## config.mk

```make
export PLATFORM = sky130hd
export DESIGN_NAME = mpadd_ctrl
export DESIGN_NICKNAME = d
export VERILOG_FILES = /design/src/rtl/alu_pkg.sv /design/src/rtl/rca16.sv /design/src/rtl/mpadd_ctrl.sv
export SDC_FILE = /design/constraint.sdc
export NUM_CORES = 1
export LEC_CHECK = 0
export ABC_CLOCK_PERIOD_IN_PS = 17200
export CORE_UTILIZATION = 45
export DETAILED_ROUTE_END_ITERATION = 8
export GPL_ROUTABILITY_DRIVEN = 0
export GPL_TIMING_DRIVEN = 0
export MAX_ROUTING_LAYER = met4
export PLACE_DENSITY = 0.75
export SLEW_MARGIN = 5
export SYNTH_ARGS = -nofsm -noshare
export SYNTH_HDL_FRONTEND = slang
export SYNTH_SLANG_ARGS = --single-unit
```

## constraint.sdc

```tcl
create_clock -name clk -period 17.2 [get_ports clk]
set_clock_uncertainty 0.05 [all_clocks]
set_input_delay 2.58 -clock clk [delete_from_list [all_inputs] [get_ports clk]]
set_output_delay 2.58 -clock clk [all_outputs]
set_load 0.005 [all_outputs]
```

## src/rtl/alu_pkg.sv

```systemverilog
// Shared ALU types for the multi-precision add/subtract sequencer.
package alu_pkg;
    localparam int LIMB_W = 16;

    typedef enum logic [1:0] {MP_IDLE, MP_RUN, MP_DONE} mp_state_t;
endpackage

```

## src/rtl/rca16.sv

```systemverilog
// 16-bit ripple-carry adder: one limb of the multi-precision datapath.
module rca16
    import alu_pkg::*;
(
    input  logic [LIMB_W-1:0] a,
    input  logic [LIMB_W-1:0] b,
    input  logic              ci,
    output logic [LIMB_W-1:0] s,
    output logic              co
);
    // Carry held in a block-local variable so the chain stays a clean ripple.
    always_comb begin : ripple
        logic c;
        c  = ci;
        s  = '0;
        for (int i = 0; i < LIMB_W; i++) begin
            s[i] = a[i] ^ b[i] ^ c;
            c    = (a[i] & b[i]) | (c & (a[i] ^ b[i]));
        end
        co = c;
    end
endmodule

```

## src/rtl/mpadd_ctrl.sv

```systemverilog
// Multi-precision add/sub sequencer: one rca16 time-shared over WORDS limbs, LSB first.
// Optional MPADD_OPCOUNT_EN adds a saturating completed-operation counter (op_count).
module mpadd_ctrl
    import alu_pkg::*;
#(
    parameter  int WORDS = 4,
    localparam int W     = LIMB_W * WORDS,
    localparam int IDX_W = $clog2(WORDS)
) (
    input  logic         clk,
    input  logic         rst_n,
    input  logic         in_valid,
    output logic         in_ready,
    input  logic [W-1:0] op1,
    input  logic [W-1:0] op2,
    input  logic         sub,
    output logic         out_valid,
    input  logic         out_ready,
    output logic [W-1:0] sum,
    output logic         carry_out,
`ifdef MPADD_OPCOUNT_EN
    output logic [15:0]  op_count,
`endif
    output logic         overflow
);
    mp_state_t        state_q, state_d;
    logic [W-1:0]     a_q, b_q, sum_q;
    logic [IDX_W-1:0] idx_q;
    logic             carry_q, carry_out_q, overflow_q;
    logic [LIMB_W-1:0] limb_s;
    logic             limb_co;
    logic             last;

    assign last = (idx_q == IDX_W'(WORDS - 1));

    rca16 u_rca (
        .a  (a_q[LIMB_W*idx_q +: LIMB_W]),
        .b  (b_q[LIMB_W*idx_q +: LIMB_W]),
        .ci (carry_q),
        .s  (limb_s),
        .co (limb_co)
    );

    always_ff @(posedge clk or negedge rst_n) begin
        if (!rst_n) state_q <= MP_IDLE;
        else        state_q <= state_d;
    end

    always_comb begin
        state_d   = state_q;
        in_ready  = 1'b0;
        out_valid = 1'b0;
        case (state_q)
            MP_IDLE: begin
                in_ready = 1'b1;
                if (in_valid) state_d = MP_RUN;
            end
            MP_RUN:  if (last) state_d = MP_DONE;
            MP_DONE: begin
                out_valid = 1'b1;
                if (out_ready) state_d = MP_IDLE;
            end
            default: state_d = MP_IDLE;
        endcase
    end

    // B is stored pre-inverted for subtraction; the +1 enters as carry-in.
    always_ff @(posedge clk or negedge rst_n) begin
        if (!rst_n) begin
            a_q         <= '0;
            b_q         <= '0;
            sum_q       <= '0;
            idx_q       <= '0;
            carry_q     <= 1'b0;
            carry_out_q <= 1'b0;
            overflow_q  <= 1'b0;
        end else begin
            case (state_q)
                MP_IDLE: if (in_valid) begin
                    a_q     <= op1;
                    b_q     <= sub ? ~op2 : op2;
                    carry_q <= sub;
                    idx_q   <= '0;
                end
                MP_RUN: begin
                    sum_q[LIMB_W*idx_q +: LIMB_W] <= limb_s;
                    carry_q <= limb_co;
                    if (last) begin
                        carry_out_q <= limb_co;
                        overflow_q  <= (a_q[W-1] == b_q[W-1]) && (limb_s[LIMB_W-1] != a_q[W-1]);
                    end else begin
                        idx_q <= idx_q + 1'b1;
                    end
                end
                MP_DONE: if (out_ready) idx_q <= '0;
                default: ;
            endcase
        end
    end

    assign sum       = sum_q;
    assign carry_out = carry_out_q;
    assign overflow  = overflow_q;

`ifdef MPADD_OPCOUNT_EN
    logic [15:0] op_count_q;

    always_ff @(posedge clk or negedge rst_n) begin
        if (!rst_n)                                            op_count_q <= '0;
        else if (out_valid && out_ready && op_count_q != 16'hFFFF) op_count_q <= op_count_q + 16'd1;
    end

    assign op_count = op_count_q;
`endif
endmodule

```

## Yosys cells after proc, flatten, opt, wreduce, memory -nomap -nowiden

Index checks and enable logic that the tools add are counted.

| cells by class | value |
|---|---|
| $add $sub $neg | 2 |
| equal/unequal tests | 9 |
| shift operators | 4 |
| multiplexer cells | 13 |
| bitwise logic cells | 81 |
| reduce and logical (&&, ||, !) cells | 9 |

Operator list:

| cell | number |
|---|---|
| 64-bit by 7-bit variable part select with 16-bit output | 2 |
| 64-bit bitwise mux | 1 |
| 64-bit two-way mux | 1 |
| 64-bit inverter | 1 |
| 16-bit by 34-bit variable shift with 64-bit output, first input constant | 1 |
| 16-bit by 34-bit variable part select with 64-bit output | 1 |
| 6-bit negation with 34-bit output | 1 |
| 1-bit AND | 32 |
| 1-bit XOR | 32 |
| 1-bit bitwise OR | 16 |
| 2-bit one-hot mux with 3 select lines | 2 |
| 2-bit two-way mux | 5 |
| 2-bit inequality test, second input constant | 4 |
| 2-bit AND reduction | 3 |
| 2-bit == test, second input constant | 2 |
| 4-bit AND reduction | 1 |
| 1-bit two-way mux | 3 |
| 3-bit AND reduction | 1 |
| 3-bit nonzero test | 1 |
| 2-bit by 1-bit adder with 2-bit output, second input constant | 1 |
| 2-bit by 1-bit == test with 1-bit output, second input constant | 1 |
| 2-bit zero test | 1 |
| 1-bit one-hot mux with 2 select lines | 1 |
| 2-bit nonzero test | 1 |
| other kinds (3) | 3 |

| word-level totals | value |
|---|---|
| register bits after elaboration | 199 |
| input port bits | 133 |

## Longest topological paths before layout

| depth | value |
|---|---|
| word-level depth | 35 |
| gate-level depth with buffers | 26 |
| mapped depth without buffers | 24 |

## Cells and area by module

A second synthesis with hierarchy kept.

| unflattened totals | value |
|---|---|
| cell total of the unflattened synthesis | 733 |
| area, all modules | 9236.4 um2 |

Modules (own cells, without submodules):

| module | times used | cells each | area each (um2) | sequential area each (um2) |
|---|---|---|---|---|
| mpadd_ctrl | 1 | 707 | 8878.5 | 4979.8 |
| rca16 | 1 | 26 | 357.8 | 0.0 |

## Least setup slack after synthesis

Ideal clock, no wire load.

| timing path | value |
|---|---|
| path kind | reg2reg |
| start | register idx_q[1] |
| end | register overflow_q (netlist: overflow) |
| library setup time | 0.125 ns |
| data arrival time | 7.655 ns |
| required time | 17.025 ns |
| path slack | 9.371 ns |
| cell stages (with the launch flop) | 27 |
| buffers on the path | 2 |
| cells stage by stage | dfrtp_1 clkbuf_1 clkbuf_1 mux4_2 inv_1 fa_1 fa_1 fa_1 fa_1 fa_1 fa_1 fa_1 fa_1 fa_1 fa_1 fa_1 fa_1 fa_1 inv_1 fa_1 inv_1 fa_1 inv_1 fa_1 nand2b_1 o22ai_1 mux2_2 |

| between the ends | value |
|---|---|
| longest elaborated chain between the ends | 35 |

RTL lines:

| what | RTL line | source |
|---|---|---|
| start, declared | mpadd_ctrl.sv:28 | `logic [IDX_W-1:0] idx_q;` |
| start signal, assigned | mpadd_ctrl.sv:92 | `idx_q <= idx_q + 1'b1;` |
| 64-bit by 7-bit variable part select with 16-bit output (on tied branches) | mpadd_ctrl.sv:37, mpadd_ctrl.sv:38 |  |
| 1-bit XOR | rca16.sv:18 | `c = (a[i] & b[i]) \| (c & (a[i] ^ b[i]));` |
| 1-bit AND | rca16.sv:18 |  |
| 1-bit bitwise OR | rca16.sv:18 |  |
| 1-bit AND | rca16.sv:18 |  |
| 1-bit bitwise OR | rca16.sv:18 |  |
| 1-bit AND | rca16.sv:18 |  |
| 1-bit bitwise OR | rca16.sv:18 |  |
| [... 19 more ...] | -- |  |
| 1-bit bitwise OR | rca16.sv:18 |  |
| 1-bit AND | rca16.sv:18 |  |
| 1-bit bitwise OR | rca16.sv:18 |  |
| 1-bit AND | rca16.sv:18 |  |
| 1-bit bitwise OR | rca16.sv:18 |  |
| 1-bit XOR | rca16.sv:17 | `s[i] = a[i] ^ b[i] ^ c;` |
| 1-bit inequality test | mpadd_ctrl.sv:90 | `overflow_q <= (a_q[W-1] == b_q[W-1]) && (limb_s[LIMB_W-1] != a_q[W-1]);` |
| 1-bit logical AND | mpadd_ctrl.sv:90 |  |
| end signal, assigned | mpadd_ctrl.sv:90 |  |
| end, declared | mpadd_ctrl.sv:29 | `logic carry_q, carry_out_q, overflow_q;` |

Parallel ways exist; a longest one is shown, timed or not.
A chain may end at the register's enable or synchronous reset.

## Worst setup path in the final report

Ends and elaborated chain as after synthesis.

==> results.toml <==
[run_status]
status = "completed"

[worst_setup_path]
criticalPathCategory = "register to register"
end_kind = "register"
r2r-start = "idx_q[1]$_DFFE_PN0P_"
delay_of_the_slowest_cell_on_the_worst_path_ps = 630
critical_path.n_buffers_inverters = 6
worst_path_dominant_cell_family = "adder cells"
cp_data_required_time_ps = 17470
cpMaxStageDelayCell = "sky130_fd_sc_hd__clkbuf_1"
critPathArrivalTime_ps = 9110
critical_path.reg2reg.endpoint = "overflow$_DFFE_PN0P_"
setup.worst_path.start_class = "register"
ff2ff_path_depth = 26
path_common_cell = "sky130_fd_sc_hd__fa_1"
critPathMaxFanout = 10
regToRegSetupSlack_ps = 8370

[timing]
layout_worst_path_cycle_share_pct = 51.4
postLayoutSetupSlackWorst_ps = 8370
period_minus_slack_ps = 8830
worst_pin_slew_ps = 755
final.setup.tns_ps = 0
final_hold_violating_endpoints = 0
clock.fmax_mhz = 113
setup_violations = 0
slew_viol_final = 0
grt_setup_unrepaired = "no"
timing.max_slew.rel_slack_pct = 49.7

[job]
max_cap_viol_count = 0

[floorplanning]
fp.dieH_um = 145
initial_utilization_pct = 45.9
die_footprint_um2 = 21100
num_rows = 52
die_x_um = 145
ioPinCount = 201
placeableCoreArea_um2 = 20200

[yosys]
synth.lib_cells_used.distinct = 34
syn-cell-area_um2 = 9260
synth.top_cell.area_share_pct = 53.8
synth.largest_area_cell = "sky130_fd_sc_hd__dfrtp_1"
yosysWarningCount = 0
yosysSeqAreaShare_pct = 53.8
mapped_nets = 853
synth_cells = 698
ys_top_cells_by_area = "sky130_fd_sc_hd__dfrtp_1 54%, sky130_fd_sc_hd__mux4_2 7.8%, sky130_fd_sc_hd__mux2_2 7.3%"
avgSynthCellArea_um2 = 13.3
flip_flop_and_latch_count_after_synthesis = 199

[worst_hold_path]
timing.hold.worst.start = "a_q[61]$_DFFE_PN0P_"
worstHoldPathCells = 1
worst_hold_path_type = "register to register"
hold-path-endpoint = "a_q[61]$_DFFE_PN0P_"

[final_layout]
multiInputGateArea_um2 = 3850
final_area_um2 = 12300
layout_cell_share_with_drive_strength_beyond_1_pct = 19.7
fill_cells = 1630
area_growth_syn_to_layout_pct = 32.4
final_common_cell = "sky130_fd_sc_hd__dfrtp_1"
final_nets = 1072
area_taken_by_flip_flops_and_latches_um2 = 4980
top_library_cells_by_usage_in_the_layout_fill_and_taps_aside = "199 x sky130_fd_sc_hd__dfrtp_1, 198 x sky130_fd_sc_hd__clkdlybuf4s50_1, 68 x sky130_fd_sc_hd__nor2_1"
finish.utilization_pct = 60.8

[placed_design]
portBuffers = 199
dp.final_hpwl_mm = 17.2
detailedPlace.worstSlack_ps = 8360
placedInstanceArea_um2 = 11600

[pwr]
totalPowerFinal_mw = 2.51
static-leakage-power_nw = 5.07
power.density_nw_per_um2 = 205
ir_drop_mv = 0.115

[clock_network]
cts.reportedPaths.clkPinSlew_ps = 70
clock-sinks = 199
clk_root_buffer_cell = "sky130_fd_sc_hd__clkbuf_16"
ctsHoldBuffers = 0
h-tree-depth = 4
insertion_delay_ps = 440
max-clock-path-buffers = 2
cts_setup_buffers = 0
cts_tree = "built"
cts-buffers-inserted = 17
post_cts_resized = 0

[route]
route.detailed.wl_per_inst_um = 19.3
antenna_left = 0
drt_drc_violations_left = 0
vias_per_cell = 5.28
via_count = 6335
drt-initial-drc-count = 380
wl_mm = 23.1
drt_pre_antenna_iters = 5

[global_route]
grt.total_usage_pct = 24.2
grt_pass1_wl_mm = 37.4
first_global_vias = 6681
grt_antenna_before_repair = 0
grt_start_max_net_pins = 108
grt_overflow_total = 0
## Yosys cell counts
library cell	count
sky130_fd_sc_hd__a32o_1	2
sky130_fd_sc_hd__clkbuf_1	4
sky130_fd_sc_hd__dfrtp_1	199
sky130_fd_sc_hd__mux2i_1	2
sky130_fd_sc_hd__nor4_1	1
sky130_fd_sc_hd__nand2b_4	1
sky130_fd_sc_hd__buf_2	27
sky130_fd_sc_hd__nand3_2	1
sky130_fd_sc_hd__mux2_1	6
sky130_fd_sc_hd__nand3_1	1
sky130_fd_sc_hd__or4_4	1
sky130_fd_sc_hd__mux4_2	32
sky130_fd_sc_hd__o22ai_1	3
sky130_fd_sc_hd__nand4_4	1
sky130_fd_sc_hd__nor3b_2	1
sky130_fd_sc_hd__a21oi_1	65
sky130_fd_sc_hd__buf_4	14
sky130_fd_sc_hd__ha_1	6
sky130_fd_sc_hd__nand2_1	9
sky130_fd_sc_hd__and3b_1	1
sky130_fd_sc_hd__fa_1	16
sky130_fd_sc_hd__inv_1	39
sky130_fd_sc_hd__mux2_2	60
sky130_fd_sc_hd__nor2b_1	2
sky130_fd_sc_hd__nand2b_1	2
sky130_fd_sc_hd__and3_1	1
sky130_fd_sc_hd__o21ai_0	4
sky130_fd_sc_hd__and4bb_2	1
sky130_fd_sc_hd__o2bb2ai_1	48
sky130_fd_sc_hd__nor2_1	68
sky130_fd_sc_hd__buf_6	2
sky130_fd_sc_hd__xnor2_1	64
sky130_fd_sc_hd__o2bb2ai_2	10
sky130_fd_sc_hd__a22o_1	4
## power by group
part / internal (mW) / total (mW) / switching (mW)
combinational: 0.609 / 1.29 / 0.680
sequential: 0.673 / 0.788 / 0.115
clock: 0.255 / 0.431 / 0.175
## per-layer routing
metal	vias up	global-route usage, %	part of all wire [%]
met3	30	4.20	4.7
li1	2879	-	-
met1	3213	32.2	45
met2	213	38.3	49
met5	-	-	0
met4	0	6.95	1.6
## cell type report
cell class / count / area share, %
sequential: 199 / 40.6
multi-input combinational: 413 / 31.4
timing repair buffer: 200 / 16.5
clock buffer: 21 / 3.84
tap: 270 / 2.76
buffer: 47 / 2.27
clock inverter: 10 / 1.36
inverter: 39 / 1.19
antenna: 1 / 0.0204
## flip-flops by register name (all words and copies together) (netlist names)
register	cells
a_q	64
carry_out	1
b_q	64
idx_q	2
sum	64
carry_q	1
overflow	1
state_q	2
## through the flow
stage,std cells,hold slack [ps]
floorplan,698,403
global placement,1167,413
detailed placement,1168,422
CTS,1199,437
global route,1199,462
finish,1200,432
## worst max path at each step
stage                         start              endpoint  slack, ps  cells after the start
3_5_place_dp   idx_q[1]$_DFFE_PN0P_  overflow$_DFFE_PN0P_       8360                     26
4_1_cts        idx_q[1]$_DFFE_PN0P_  overflow$_DFFE_PN0P_       8300                     26
3_3_place_gp                  rst_n   b_q[41]$_DFFE_PN0P_       5280                      1
2_1_floorplan  idx_q[1]$_DFFE_PN0P_  overflow$_DFFE_PN0P_       9370                     26
6_report       idx_q[1]$_DFFE_PN0P_  overflow$_DFFE_PN0P_       8370                     26
5_1_grt        idx_q[1]$_DFFE_PN0P_  overflow$_DFFE_PN0P_       8010                     26
## kinds of logic (layout without fill, tap and decap cells)
family,Yosys count,count (layout),share of synthesized area (%)
flops,199,199,53.8
compound gates,136,136,10.7
other cells,0,1,0
fa+ha+maj,22,22,4.27
mux,100,100,16.0
xor+xnor,64,64,6.06
simple gates,91,91,4.56
buf+inv,86,317,4.58
(Power assumes the default switching activity.)
